## src/rtl/construtor_caminho_pkg.sv

```systemverilog
// Shared definitions for the path builder stage (package pkg_caminho).
// FSM encoding and default sizing reused by the search core stages.
package pkg_caminho;

    localparam int ADDR_WIDTH_DEF  = 10;
    localparam int MAX_CAMINHO_DEF = 64;

    typedef enum logic [2:0] {
        OCIOSO          = 3'd0,
        EMPILHA_DESTINO = 3'd1,
        LER             = 3'd2,
        ESPERA          = 3'd3,
        AVALIA          = 3'd4,
        ENVIAR          = 3'd5,
        FIM             = 3'd6,
        ERRO            = 3'd7
    } estado_t;

    function automatic int ptr_w(input int max_c);
        return $clog2(max_c) + 1;
    endfunction

endpackage

```

## src/rtl/construtor_caminho_if.sv

```systemverilog
// Path stream handshake: one node per accepted valid/ready beat.
// The master drives valid/addr/ultimo, the slave drives ready.
interface construtor_caminho_if #(
    parameter int ADDR_WIDTH = 10
);
    logic                  caminho_valid_out;
    logic [ADDR_WIDTH-1:0] caminho_addr_out;
    logic                  caminho_ultimo_out;
    logic                  caminho_ready_in;

    modport master (
        output caminho_valid_out,
        output caminho_addr_out,
        output caminho_ultimo_out,
        input  caminho_ready_in
    );

    modport slave (
        input  caminho_valid_out,
        input  caminho_addr_out,
        input  caminho_ultimo_out,
        output caminho_ready_in
    );
endinterface

```

## src/rtl/construtor_caminho_pilha.sv

```systemverilog
// pilha_caminho: register-array LIFO holding the reversed path.
// Push writes [count], pop drops count, top is [count-1].
module pilha_caminho
    import pkg_caminho::*;
#(
    parameter  int ADDR_WIDTH  = ADDR_WIDTH_DEF,
    parameter  int MAX_CAMINHO = MAX_CAMINHO_DEF,
    localparam int PTR_WIDTH   = ptr_w(MAX_CAMINHO)
) (
    input  logic                  clk,
    input  logic                  rst_n,
    input  logic                  push_i,
    input  logic                  pop_i,
    input  logic                  clear_i,
    input  logic [ADDR_WIDTH-1:0] data_i,
    output logic [ADDR_WIDTH-1:0] top_o,
    output logic [PTR_WIDTH-1:0]  count_o,
    output logic                  full_o,
    output logic                  empty_o
);
    localparam int IW    = PTR_WIDTH - 1;
    localparam int DEPTH = 1 << IW;

    logic [ADDR_WIDTH-1:0] mem_q [DEPTH];
    logic [PTR_WIDTH-1:0]  count_q, count_d;
    logic [IW-1:0]         top_idx;

    assign full_o  = (count_q == PTR_WIDTH'(MAX_CAMINHO));
    assign empty_o = (count_q == '0);
    assign top_idx = count_q[IW-1:0] - IW'(1);
    assign top_o   = empty_o ? '0 : mem_q[top_idx];
    assign count_o = count_q;

    always_comb begin
        count_d = count_q;
        if (clear_i)
            count_d = '0;
        else if (push_i && !full_o)
            count_d = count_q + PTR_WIDTH'(1);
        else if (pop_i && !empty_o)
            count_d = count_q - PTR_WIDTH'(1);
    end

    // Storage needs no reset: count alone decides what is visible.
    always_ff @(posedge clk) begin
        if (push_i && !full_o && !clear_i)
            mem_q[count_q[IW-1:0]] <= data_i;
    end

    always_ff @(posedge clk or negedge rst_n) begin
        if (!rst_n)
            count_q <= '0;
        else
            count_q <= count_d;
    end

endmodule

```

## src/rtl/construtor_caminho.sv

```systemverilog
// Walks the predecessor memory from destino back to fonte, then streams fonte..destino.
// Optional CONSTRUTOR_CAMINHO_COMPRIMENTO_EN adds comprimento_out (final path length).
module construtor_caminho
    import pkg_caminho::*;
#(
    parameter  int ADDR_WIDTH  = ADDR_WIDTH_DEF,
    parameter  int MAX_CAMINHO = MAX_CAMINHO_DEF,
    localparam int PTR_WIDTH   = ptr_w(MAX_CAMINHO)
) (
    input  logic                  clk,
    input  logic                  rst_n,
    input  logic                  cme_construir_caminho_in,
    input  logic [ADDR_WIDTH-1:0] top_fonte_in,
    input  logic [ADDR_WIDTH-1:0] top_destino_in,
    output logic                  anterior_rd_en_out,
    output logic [ADDR_WIDTH-1:0] anterior_rd_addr_out,
    input  logic [ADDR_WIDTH-1:0] anterior_rd_data_in,
    construtor_caminho_if.master  caminho,
    output logic                  caminho_pronto_out,
    output logic                  caminho_lido_out,
    output logic                  ocupado_out,
`ifdef CONSTRUTOR_CAMINHO_COMPRIMENTO_EN
    output logic [PTR_WIDTH-1:0]  comprimento_out,
`endif
    output logic                  erro_out
);
    estado_t               estado_q, estado_d;
    logic [ADDR_WIDTH-1:0] fonte_q, fonte_d;
    logic [ADDR_WIDTH-1:0] destino_q, destino_d;
    logic [ADDR_WIDTH-1:0] atual_q, atual_d;
    logic                  erro_q, erro_d;

    logic                  push, pop, limpa, valid;
    logic [ADDR_WIDTH-1:0] dado_push, topo;
    logic [PTR_WIDTH-1:0]  count;
    logic                  cheio, vazio;

    pilha_caminho #(
        .ADDR_WIDTH  (ADDR_WIDTH),
        .MAX_CAMINHO (MAX_CAMINHO)
    ) u_pilha (
        .clk     (clk),
        .rst_n   (rst_n),
        .push_i  (push),
        .pop_i   (pop),
        .clear_i (limpa),
        .data_i  (dado_push),
        .top_o   (topo),
        .count_o (count),
        .full_o  (cheio),
        .empty_o (vazio)
    );

    always_comb begin
        estado_d           = estado_q;
        fonte_d            = fonte_q;
        destino_d          = destino_q;
        atual_d            = atual_q;
        erro_d             = erro_q;
        push               = 1'b0;
        pop                = 1'b0;
        limpa              = 1'b0;
        dado_push          = atual_q;
        valid              = 1'b0;
        anterior_rd_en_out = 1'b0;
        caminho_lido_out   = 1'b0;
        caminho_pronto_out = 1'b0;
        unique case (estado_q)
            OCIOSO: begin
                if (cme_construir_caminho_in) begin
                    fonte_d   = top_fonte_in;
                    destino_d = top_destino_in;
                    erro_d    = 1'b0;
                    limpa     = 1'b1;
                    estado_d  = EMPILHA_DESTINO;
                end
            end
            EMPILHA_DESTINO: begin
                push      = 1'b1;
                dado_push = destino_q;
                atual_d   = destino_q;
                estado_d  = (destino_q == fonte_q) ? ENVIAR : LER;
            end
            LER: begin
                anterior_rd_en_out = 1'b1;
                estado_d           = ESPERA;
            end
            ESPERA: estado_d = AVALIA;
            AVALIA: begin
                // Full stack means the chain is longer than allowed or cyclic.
                if (cheio) begin
                    erro_d   = 1'b1;
                    estado_d = ERRO;
                end else begin
                    push      = 1'b1;
                    dado_push = anterior_rd_data_in;
                    atual_d   = anterior_rd_data_in;
                    estado_d  = (anterior_rd_data_in == fonte_q) ? ENVIAR : LER;
                end
            end
            ENVIAR: begin
                valid = !vazio;
                if (valid && caminho.caminho_ready_in) begin
                    pop              = 1'b1;
                    caminho_lido_out = 1'b1;
                    if (count == PTR_WIDTH'(1))
                        estado_d = FIM;
                end
            end
            FIM: begin
                caminho_pronto_out = 1'b1;
                estado_d           = OCIOSO;
            end
            ERRO: begin
                limpa    = 1'b1;
                estado_d = OCIOSO;
            end
            default: estado_d = OCIOSO;
        endcase
    end

    assign anterior_rd_addr_out       = anterior_rd_en_out ? atual_q : '0;
    assign caminho.caminho_valid_out  = valid;
    assign caminho.caminho_addr_out   = valid ? topo : '0;
    assign caminho.caminho_ultimo_out = valid && (count == PTR_WIDTH'(1));
    assign ocupado_out                = (estado_q != OCIOSO);
    assign erro_out                   = erro_q;

    always_ff @(posedge clk or negedge rst_n) begin
        if (!rst_n) begin
            estado_q  <= OCIOSO;
            fonte_q   <= '0;
            destino_q <= '0;
            atual_q   <= '0;
            erro_q    <= 1'b0;
        end else begin
            estado_q  <= estado_d;
            fonte_q   <= fonte_d;
            destino_q <= destino_d;
            atual_q   <= atual_d;
            erro_q    <= erro_d;
        end
    end

`ifdef CONSTRUTOR_CAMINHO_COMPRIMENTO_EN
    logic [PTR_WIDTH-1:0] comp_q, comp_d;

    // Entry into ENVIAR always coincides with the final push.
    always_comb begin
        comp_d = comp_q;
        if (limpa)
            comp_d = '0;
        else if (estado_d == ENVIAR && estado_q != ENVIAR)
            comp_d = count + PTR_WIDTH'(1);
    end

    always_ff @(posedge clk or negedge rst_n) begin
        if (!rst_n)
            comp_q <= '0;
        else
            comp_q <= comp_d;
    end

    assign comprimento_out = comp_q;
`endif

endmodule

```

## src/flat_wrapper.sv

```systemverilog
// flat-port wrapper written by rule: the top's interface ports become plain ports
module construtor_caminho_flat import pkg_caminho::*;
#(
    parameter  int ADDR_WIDTH  = ADDR_WIDTH_DEF,
    parameter  int MAX_CAMINHO = MAX_CAMINHO_DEF,
    localparam int PTR_WIDTH   = ptr_w(MAX_CAMINHO)
)
  (clk, rst_n, cme_construir_caminho_in, top_fonte_in, top_destino_in, anterior_rd_en_out, anterior_rd_addr_out, anterior_rd_data_in, caminho_pronto_out, caminho_lido_out, ocupado_out, erro_out, caminho_caminho_valid_out, caminho_caminho_addr_out, caminho_caminho_ultimo_out, caminho_caminho_ready_in);
  construtor_caminho_if #(.ADDR_WIDTH(ADDR_WIDTH)) caminho_i ();
  input  logic clk;
  input  logic rst_n;
  input  logic cme_construir_caminho_in;
  input  logic [ADDR_WIDTH-1:0] top_fonte_in;
  input  logic [ADDR_WIDTH-1:0] top_destino_in;
  output logic anterior_rd_en_out;
  output logic [ADDR_WIDTH-1:0] anterior_rd_addr_out;
  input  logic [ADDR_WIDTH-1:0] anterior_rd_data_in;
  output logic caminho_pronto_out;
  output logic caminho_lido_out;
  output logic ocupado_out;
  output logic erro_out;
  output wire logic [$bits(caminho_i.caminho_valid_out)-1:0] caminho_caminho_valid_out;
  output wire logic [$bits(caminho_i.caminho_addr_out)-1:0] caminho_caminho_addr_out;
  output wire logic [$bits(caminho_i.caminho_ultimo_out)-1:0] caminho_caminho_ultimo_out;
  input wire logic [$bits(caminho_i.caminho_ready_in)-1:0] caminho_caminho_ready_in;
  assign caminho_caminho_valid_out = caminho_i.caminho_valid_out;
  assign caminho_caminho_addr_out = caminho_i.caminho_addr_out;
  assign caminho_caminho_ultimo_out = caminho_i.caminho_ultimo_out;
  assign caminho_i.caminho_ready_in = caminho_caminho_ready_in;
  construtor_caminho #(.ADDR_WIDTH(ADDR_WIDTH), .MAX_CAMINHO(MAX_CAMINHO)) u_core (.clk(clk), .rst_n(rst_n), .cme_construir_caminho_in(cme_construir_caminho_in), .top_fonte_in(top_fonte_in), .top_destino_in(top_destino_in), .anterior_rd_en_out(anterior_rd_en_out), .anterior_rd_addr_out(anterior_rd_addr_out), .anterior_rd_data_in(anterior_rd_data_in), .caminho(caminho_i), .caminho_pronto_out(caminho_pronto_out), .caminho_lido_out(caminho_lido_out), .ocupado_out(ocupado_out), .erro_out(erro_out));
endmodule
```

## config.mk

```make
export PLATFORM = sky130hd
export DESIGN_NAME = construtor_caminho_flat
export DESIGN_NICKNAME = d
export VERILOG_FILES = /design/src/rtl/construtor_caminho_pkg.sv /design/src/rtl/construtor_caminho_if.sv /design/src/rtl/construtor_caminho_pilha.sv /design/src/rtl/construtor_caminho.sv /design/src/flat_wrapper.sv
export SDC_FILE = /design/constraint.sdc
export NUM_CORES = 1
export LEC_CHECK = 0
export CAP_MARGIN = 10
export CORE_MARGIN = 10
export CORE_UTILIZATION = 56
export DETAILED_ROUTE_END_ITERATION = 16
export PLACE_DENSITY = 0.76
export SKIP_LAST_GASP = 1
export SLEW_MARGIN = 20
export SYNTH_ARGS = -nofsm -noshare
export SYNTH_HDL_FRONTEND = slang
export SYNTH_SLANG_ARGS = --single-unit
export TNS_END_PERCENT = 50
```

## constraint.sdc

```tcl
create_clock -name clk -period 3.6 [get_ports clk]
set_input_delay 0.36 -clock clk [delete_from_list [all_inputs] [get_ports clk]]
set_output_delay 0.36 -clock clk [all_outputs]
set_load 0.02 [all_outputs]
```

* Word-level counts from Yosys, hierarchy flattened
Memory sizes are Yosys's and may differ from the RTL's.
Cells that the tools add are included.
** Storage, ports and cells
- Flip-flop bits (word level) :: 41
- RAM bits :: 640
- Input port bits :: 34
- Output and inout port bits :: 27
- Logic and storage cells :: 71
- Memories kept :: 1
** Operators by class
- Add/sub/neg operators :: 3
- Eq/ne operators :: 15
- Mux-type cells :: 29
- Reductions and logical operators :: 17
** Memory list
- u_core.u_pilha.mem_q :: words 64, width 10, read ports 1, clocked after memory_dff 0, wr ports 1, RTL line construtor_caminho_pilha.sv:24 : logic [ADDR_WIDTH-1:0] mem_q [DEPTH];
** Operator list (count)
- $mux W10 :: 4
- $mux W7 :: 3
- $pmux W3 S7 :: 1
- $eq A10 B10 Y1 :: 2
- $pmux W10 S2 :: 1
- $mux W3 :: 6
- $eq A3 B3 Y1 const B :: 4
- $mux W1 :: 11
- $add A7 B1 Y7 const B :: 1
- $eq A7 B1 Y1 const B :: 1
- $eq A7 B7 Y1 const B :: 1
- $logic_not A7 Y1 :: 1
- $sub A7 B1 Y7 const B :: 1
- $eq A3 B2 Y1 const B :: 2
- $pmux W1 S2 :: 3
- $reduce_and A3 Y1 :: 2
- $reduce_bool A3 Y1 :: 2
- $sub A6 B1 Y6 const B :: 1
- $logic_and A1 B1 Y1 :: 5
- $ne A2 B1 Y1 const B :: 2
- $ne A2 B2 Y1 const B :: 2
- $eq A3 B1 Y1 const B :: 1
- $logic_not A1 Y1 :: 3
- $logic_not A3 Y1 :: 1
- 3 further kinds :: 3

* Longest topological paths before layout
Gate-level depths: netlist of run 1.
- Word-level depth :: 9
- Gate-level depth with buffers :: 16
- Depth with buffers taken out :: 10

* Modules after synthesis
A second synthesis of run 1 with hierarchy kept.
** Second synthesis, totals
- Cells, all modules :: 1369
- Area total of the unflattened synthesis :: 27397.5 um^2
** Modules (own cells, without submodules)
- pilha_caminho :: instances 1, cells an instance 1188, area an instance 25408.1 um^2, sequential area each 19393.6 um^2
- construtor_caminho :: instances 1, cells an instance 181, area an instance 1989.4 um^2, sequential area each 850.8 um^2

* Least setup slack after synthesis of run 1
Ideal clock, no wire load.
- Kind :: register to output
- Start :: register u_core.u_pilha.count_q[0], in the netlist u_core.u_pilha.count_o[0]
- End :: output port caminho_caminho_addr_out[0]
- Data arrival time :: 3503 ps
- Setup slack :: -263 ps
- Stages on the path, launching flop included :: 15
- Buffers on the path :: 8
- Cell sequence :: dfrtp_1 buf_6 buf_6 buf_4 buf_4 buf_2 inv_1 ha_1 buf_2 buf_4 clkbuf_1 mux4_2 mux2i_1 a221o_1 o32ai_1
** On the way
- Word-level cells in the longest chain between the ends :: 4
** Ends and longest elaborated chain
- from (decl) :: RTL line construtor_caminho_pilha.sv:25 : logic [PTR_WIDTH-1:0] count_q, count_d;
- from (signal assigned) :: RTL line construtor_caminho_pilha.sv:54 : count_q <= count_d;
- $sub A6 B1 Y6 / $logic_not A7 Y1 (equally long branches) :: RTL line construtor_caminho_pilha.sv:30, construtor_caminho_pilha.sv:29
- $mem_v2 Z64 W10 / $logic_not A1 Y1 (equally long branches)
- $mux W10 / $mux W1 (equally long branches) :: RTL line construtor_caminho_pilha.sv:31, construtor_caminho.sv:68
- $mux W10 (*) :: RTL line construtor_caminho.sv:124 : assign caminho.caminho_addr_out = valid ? topo : '0;
- to (decl) :: RTL line flat_wrapper.sv:23 : output wire logic [$bits(caminho_i.caminho_addr_out)-1:0] caminho_caminho_addr_out;
Every way passes the cells marked *; elsewhere a longest branch is shown, timed or not.

* Final worst setup path of run 1
- Start :: register u_core.u_pilha.count_q[1], in the netlist u_core.u_pilha.count_o[1]
- End :: output port caminho_caminho_addr_out[7]
Same word-level chain as after synthesis.

==> results of run 1 <==
-- state kept, by name, summed over array words and instances, names as in the netlist --
signal	flops
u_core.fonte_q	10
u_core.atual_q	10
u_core.estado_q	3
u_core.erro_out	1
u_core.u_pilha.mem_q	640
u_core.destino_q	10
u_core.u_pilha.count_o	7
-- logic make-up after synthesis --
family	after synthesis	share of synthesized area
buffers and inverters	103	0.01864
adders and majority gates	3	0.001371
DFF	681	0.7394
xor gates and xnor gates	27	0.008636
and+or+nand+nor	287	0.05031
muxes	203	0.1483
AOI/OAI and AO/OA	110	0.03340
-- per-layer routing --
layer	vias to the layer above	track usage
met3	150	0.04334
met1	7963	0.3114
li1	6201	-
met5	-	0
met2	817	0.3888
met4	2	0.07982
-- repair_timing --
action | CTS | global route
gates resized for setup | 67 | 36
hold buffers | 1 | 0
endpoints found under the hold margin | 41 | 0
gates cloned | 5 | 3
endpoints found under the setup margin | 10 | 11
buffers inserted | 9 | 6
pin swaps | 4 | 2
-- path summary, 6_finish.rpt --
| path | cells past startpoint | from | end |
|---|---|---|---|
| worst max-delay path | 8 | u_core.u_pilha.count_o[1]$_DFFE_PN0P_ | caminho_caminho_addr_out[7] |
| worst min-delay path | 2 | top_fonte_in[3] | u_core.fonte_q[3]$_DFFE_PN0P_ |
| worst max register to register | 9 | u_core.u_pilha.count_o[0]$_DFFE_PN0P_ | u_core.u_pilha.mem_q[10][3]$_DFFE_PP_ |
| worst min register to register | 2 | u_core.erro_out$_DFFE_PN0P_ | u_core.erro_out$_DFFE_PN0P_ |
| max in group asynchronous | 2 | rst_n | u_core.u_pilha.count_o[0]$_DFFE_PN0P_ |
| min in group asynchronous | 2 | rst_n | u_core.fonte_q[9]$_DFFE_PN0P_ |
-- placed cells by master (no fill, tap or decap), types with 25 or more instances in the layout --
cell	Yosys	final
mux4_2	160	160
nor2_1	114	108
nand2_1	52	52
clkdlybuf4s50_1	0	49
edfxtp_1	640	640
dfrtp_1	41	40
buf_4	16	136
nand3_1	27	25
clkbuf_16	0	76
-- per-stage QoR --
step           total power [W]  hold WS, ns  setup TNS, ns
6_report               0.03123       0.3773              0
5_1_grt                0.03229       0.3723        -0.1467
4_1_cts                0.03078       0.3561        -0.4018
3_5_place_dp           0.02297       0.5042              0
3_3_place_gp           0.02268       0.4942              0
2_1_floorplan          0.01851      0.06441              0
-- critical path, cell delays in order, from the launching register on --
cell and delay [ns]:
dfrtp_1 0.38, buf_4 0.17, or4_4 0.60, nand2_8 0.16, buf_16 0.20, mux2i_1 0.17
a221o_1 0.39, o32ai_2 0.31, buf_4 0.20
-- final cells by class --
class                      instances  share of cell area
sequential                       681              0.6236
tap                              615             0.02370
timing repair buffer             219             0.06766
clock inverter                    29            0.007552
multi-input combinational        632              0.2164
clock buffer                      90             0.05884
inverter                          18            0.002273
-- power by group --
group	total [W]	internal (W)	switching [W]
clock	0.00688	0.00402	0.00286
combinational	0.0134	0.00532	0.00806
sequential	0.0110	0.0107	0.000249
==> reports/qor.yml, run 1 <==
run:
  maxCapViolCount: 0
sta:
  min_period_over_period: 0.9912
  slew_viol_final: 0
  hold_violations: 0
  timing.final.ws_setup_ns: 0.03180
  max_freq_mhz: 280.3
  rsz0062_at_grt: "true"
  slew_headroom: 0.2583
  finClkSkew_ns: 0.02007
  finalCriticalPeriod_ns: 3.568
  tightest_slew_ns: 1.108
  setup_viol: 0
yosys:
  synth.area.top_cells: "edfxtp_1, mux4_2, dfrtp_1"
  yosysTopAreaCellShare: 0.7019
  synth_area_um2: 27380
  yosysSeqAreaShare: 0.7394
  synth.ff_latch_count: 681
  yosys_warnings: 0
  post_synth.cell_area_avg_um2: 19.36
  yosysMostFrequentCell: "edfxtp_1"
  synth_nets: 1451
  synth_ff_type: "edfxtp_1"
  synth_cells: 1414
  synth_commonest_cells: "edfxtp_1, mux4_2, nor2_1"
  synth_enable_flop_cells: 640
  async_flop_share: 0.06021
  synth_top_area_cell: "edfxtp_1"
  yosysUniqueCellTypes: 63
global_routing:
  grt_overflow: 0
  grt_pass1_wl_um: 100400
  grt_pass1_vias: 15408
  antenna_found_initial: 1
  grt_start_max_net_pins: 66
  grtUsageTotal: 0.2350
worst_hold_path:
  min_path_type: "in2reg"
clocking:
  cts.sinks: 681
  clk_pin_slew_ns: 0.06
  ctsRootBufferMaster: "clkbuf_16"
  cts_inserted_buffers: 68
  htree_levels: 3
  tritoncts: "built"
  clock_tree.buffer_depth: 3
  clock_latency_ns: 0.60
finish:
  syn2layout_area_growth_pct: 18.59
  final-seq-area_um2: 20250
  drive_above_1_share: 0.3122
  multi_input_area_um2: 7028
  final_nets: 1657
  fin_cells: 2284
  fillers: 2975
  diodes: 0
  final_util: 0.6759
  postLayoutCellArea_um2: 32470
floorplan:
  rows: 80
  start_util: 0.5699
  core_area_um2: 48050
  dieArea_um2: 58140
  die_h_um: 241.1
  ioPinCount: 61
  dieWidth_um: 241.1
placed_design:
  place_hpwl_um: 39520
  pre_cts_ws_ns: 0.009431
  portBuffers: 60
  dpl.cell_count: 2141
  gp_congestion: 0.8655
  dpl-instance-area_um2: 29690
routing:
  drc: 0
  wirelength_um: 67830
  top_layer: "met5"
  firstDrtPassIters: 5
  wl_per_cell_um: 29.70
  wl_met1_um: 25270
  vias: 15133
  wl_met3_um: 5776
  ant_nets: 0
  vias_per_cell: 6.626
  dr_wl_met2_um: 34390
  drt_iter0_markers: 2157
pwr:
  p_leak_nw: 10.73
  p_per_area_nw_per_um2: 961.6
  vdd_ir_drop_max_mv: 0.8350
status:
  outcome: "finished clean"
worst_setup_path:
  required_ns: 3.24
  critPathMaxFanout: 20
  end_kind: "primary output"
  arrival_ns: 3.21
  rrSetupSlack_ns: 0.22
  cp-start-kind: "flip-flop"
  worstSetupPathType: "reg2out"
Note: power is estimated with default switching activity, not from simulation.
==> run 2: changes to the inputs <==
--- a/config.mk
+++ b/config.mk
@@ -5,7 +5,6 @@
 export SDC_FILE = /design/constraint.sdc
 export NUM_CORES = 1
 export LEC_CHECK = 0
-export CAP_MARGIN = 10
 export CORE_MARGIN = 10
 export CORE_UTILIZATION = 56
 export DETAILED_ROUTE_END_ITERATION = 16
==> results of run 2 <==
Same layout as run 1: the final DEF is identical, and so are final timing and power.
==> run 3: changes to the inputs <==
--- a/config.mk
+++ b/config.mk
@@ -5,10 +5,13 @@
 export SDC_FILE = /design/constraint.sdc
 export NUM_CORES = 1
 export LEC_CHECK = 0
+export ABC_AREA = 1
+export CAP_MARGIN = 20
 export CORE_MARGIN = 10
 export CORE_UTILIZATION = 56
 export DETAILED_ROUTE_END_ITERATION = 16
 export PLACE_DENSITY = 0.76
+export REMOVE_ABC_BUFFERS = 1
 export SKIP_LAST_GASP = 1
 export SLEW_MARGIN = 20
 export SYNTH_ARGS = -nofsm -noshare
==> reports/qor.yml, run 3 <==
status:
  outcome: "finished, violations left"
  violations: "setup timing"
clocking:
  ctsRootBufferMaster: "clkbuf_16"
  cts_inserted_buffers: 68  # unchanged
  cts.sinks: 681  # unchanged
  clock_latency_ns: 0.62  # +0.02 ns
  tritoncts: "built"
  clk_pin_slew_ns: 0.06  # about the same
  clock_tree.buffer_depth: 3  # unchanged
  htree_levels: 3  # unchanged
sta:
  tightest_slew_ns: 1.034  # -0.07400 ns
  hold_violations: 0  # unchanged
  finalCriticalPeriod_ns: 3.913  # +0.3447 ns
  max_freq_mhz: 255.6  # -8.8%
  finalSetupTns_ns: -1.034  # -1.034 ns
  min_period_over_period: 1.087  # +0.09574
  slew_viol_final: 0  # unchanged
  slew_headroom: 0.3103  # +0.05206
  rsz0062_at_grt: "true"
  finClkSkew_ns: 0.03630  # +0.01623 ns
  setup_viol: 7  # +7
  timing.final.ws_setup_ns: -0.3129  # -0.3447 ns
yosys:
  synth_top_area_cell: "edfxtp_1"
  yosysSeqAreaShare: 0.7130  # -0.02639
  synth_enable_flop_cells: 640  # unchanged
  synth_area_um2: 28390  # +3.7%
  synth.area.top_cells: "edfxtp_1, nand3_1, nand2_1"
  synth_commonest_cells: "nand2_1, edfxtp_1, nand3_1"
  yosysTopAreaCellShare: 0.6768  # -0.02505
  synth.ff_latch_count: 681  # unchanged
  yosysMostFrequentCell: "nand2_1"
  synth_cells: 2520  # +78%
  synth_ff_type: "edfxtp_1"
  yosys_warnings: 0  # unchanged
  post_synth.cell_area_avg_um2: 11.27  # -42%
  yosysUniqueCellTypes: 36  # -43%
  async_flop_share: 0.06021  # unchanged
finish:
  fillers: 3615  # +22%
  drive_above_1_share: 0.09741  # -0.2147
  layout_common_cells: "nand2_1, edfxtp_1, nand3_1, nor2_1, buf_4"
  final_common_cell: "nand2_1"
  largest_reg_flops: 640  # unchanged
  diodes: 0  # unchanged
  final_nets: 2654  # +60%
  syn2layout_area_growth_pct: 15.46
worst_hold_path:
  min_path_type: "in2reg"
  hold_depth: 3  # +1
  hp-start: "top_fonte_in[0]"
  hold_path_end: "u_core.fonte_q[0]$_DFFE_PN0P_"
routing:
  firstDrtPassIters: 7  # +2
  wl_met1_um: 28360  # +12%
  drc: 0  # unchanged
  drt_iter0_markers: 2821  # +31%
  dr_wl_met2_um: 36470  # +6.1%
  vias_per_cell: 6.073  # -8.3%
  vias: 20291  # +34%
  wirelength_um: 76180  # +12%
  wl_per_cell_um: 22.80  # -23%
  wl_met3_um: 8666  # +50%
  top_layer: "met4"
  ant_nets: 0  # unchanged
floorplan:
  rows: 82  # +2.5%
  dieArea_um2: 60110  # +3.4%
  start_util: 0.5660  # -0.003932
  core_area_um2: 50170  # +4.4%
  dieWidth_um: 245.2  # +1.7%
  ioPinCount: 61  # unchanged
  die_h_um: 245.2  # +1.7%
placed_design:
  gp_congestion: 0.9123  # +5.4%
  portBuffers: 60  # unchanged
  pre_cts_ws_ns: 0.1028  # +0.09340 ns
  place_hpwl_um: 42530  # +7.6%
pwr:
  power_switching_w: 0.01424  # +27%
  p_per_area_nw_per_um2: 1025  # +6.6%
  p_seq_frac: 0.335  # -0.016
  clockPowerShare: 0.209  # -0.011
  vdd_ir_drop_max_mv: 0.9424  # +13%
  p_int_w: 0.01935  # -3.5%
  switching_share: 0.4239  # +0.06620
  p_leak_nw: 12.12  # +13%
  p_comb_frac: 0.456  # +0.027
worst_setup_path:
  required_ns: 3.24  # about the same
  reg2reg_to: "u_core.u_pilha.mem_q[28][4]$_DFFE_PP_"
  end_kind: "primary output"
  r2r_cells: 10  # +1
  rrSetupSlack_ns: 0.45  # +0.23 ns
  critPathMaxFanout: 25  # +25%
  arrival_ns: 3.55  # +0.34 ns
  worstSetupPathType: "reg2out"
  reg2reg_from: "u_core.u_pilha.count_o[0]$_DFFE_PN0P_"
  cp-start-kind: "flip-flop"
global_routing:
  grt_overflow: 0  # unchanged
  antenna_found_initial: 0  # -1
  grt_pass1_wl_um: 115600  # +15%
  grt_pass1_vias: 19475  # +26%
  grt_start_max_net_pins: 143  # +120%
  grtUsageTotal: 0.2498  # +0.01478
run:
  maxCapViolCount: 0  # unchanged
## run 3: power groups by stage
stage,combinational (W),clock (W),sequential [W]
finish,0.0153,0.00703,0.0112
global route,0.0164,0.00743,0.0113
CTS,0.0150,0.00707,0.0112
detailed placement,0.0144,0,0.0114
global placement,0.0140,0,0.0114
floorplan,0.00700,0,0.0116
## run 3: through the flow
step / hold WS (ns) / cells / area [um2] / util / power [W]
2_1_floorplan: 0.06441 / 2371 / 27690 / - / 0.01861
3_3_place_gp: 0.4779 / 3211 / 30340 / 0.6047 / 0.02540
3_5_place_dp: 0.4922 / 3211 / 30340 / 0.6047 / 0.02579
4_1_cts: 0.2750 / 3340 / 32730 / 0.6523 / 0.03327
5_1_grt: 0.3109 / 3341 / 32790 / 0.6535 / 0.03506
6_report: 0.2965 / 3341 / 32790 / 0.6535 / 0.03359
## run 3: routing by layer
layer,vias up,GRT usage
li1,9005,-
met1,9691,0.3310
met2,1390,0.3980
met3,205,0.05126
met4,0,0.1036
met5,-,0
## run 3: how the worst max path moves through the flow
stage	to	slack [ns]	from
after floorplan	caminho_caminho_addr_out[0]	-16.61	u_core.u_pilha.count_o[0]$_DFFE_PN0P_
final	caminho_caminho_addr_out[9]	-0.31	u_core.u_pilha.count_o[0]$_DFFE_PN0P_
after global placement	caminho_caminho_addr_out[9]	0.13	u_core.u_pilha.count_o[0]$_DFFE_PN0P_
after CTS	caminho_caminho_addr_out[5]	-0.23	u_core.u_pilha.count_o[0]$_DFFE_PN0P_
after detailed placement	caminho_caminho_addr_out[9]	0.10	u_core.u_pilha.count_o[0]$_DFFE_PN0P_
after global routing	caminho_caminho_addr_out[4]	-0.29	u_core.u_pilha.count_o[0]$_DFFE_PN0P_
## run 3: layout make-up
| type | instances | area [um2] | share of cell area |
|---|---|---|---|
| clock inverters | 38 | 381.6 | 0.01164 |
| repair buffers | 176 | 1901 | 0.05797 |
| inverters | 62 | 247.7 | 0.007556 |
| well taps | 672 | 840.8 | 0.02565 |
| multi-input cells | 1628 | 7352 | 0.2242 |
| flip-flops and latches | 681 | 20250 | 0.6176 |
| clock buffers | 84 | 1814 | 0.05534 |
## run 3: logic make-up (layout without fill, tap and decap cells)
group	count (synthesis)	after routing	synth area share
XOR/XNOR	11	11	0.003657
AND/OR/NAND/NOR	1568	1568	0.2395
buffers and inverters	211	360	0.03296
AO/OA/AOI/OAI	46	46	0.009562
flip-flops	681	681	0.7130
adder cells (fa/ha/maj)	3	3	0.001322
## run 3: critical path: stages, from the launching register on
cell and delay, ns:
dfrtp_4 0.48, inv_8 0.06, ha_4 0.34, inv_8 0.10, buf_16 0.19, buf_12 0.18
nand3_1 0.10, nand3_1 0.15, nand3_1 0.21, nand3_1 0.12, nand3_1 0.14, nand2_1 0.08
nor2_1 0.36, dlygate4sd2_1 0.39
## run 3: timing repair
item                       CTS  global route
gates cloned                 4             1
hold buffers                 1             0
setup buffers                2             0
gates resized for setup     20             8
setup endpoints to repair   10            10
hold endpoints to repair    41             0
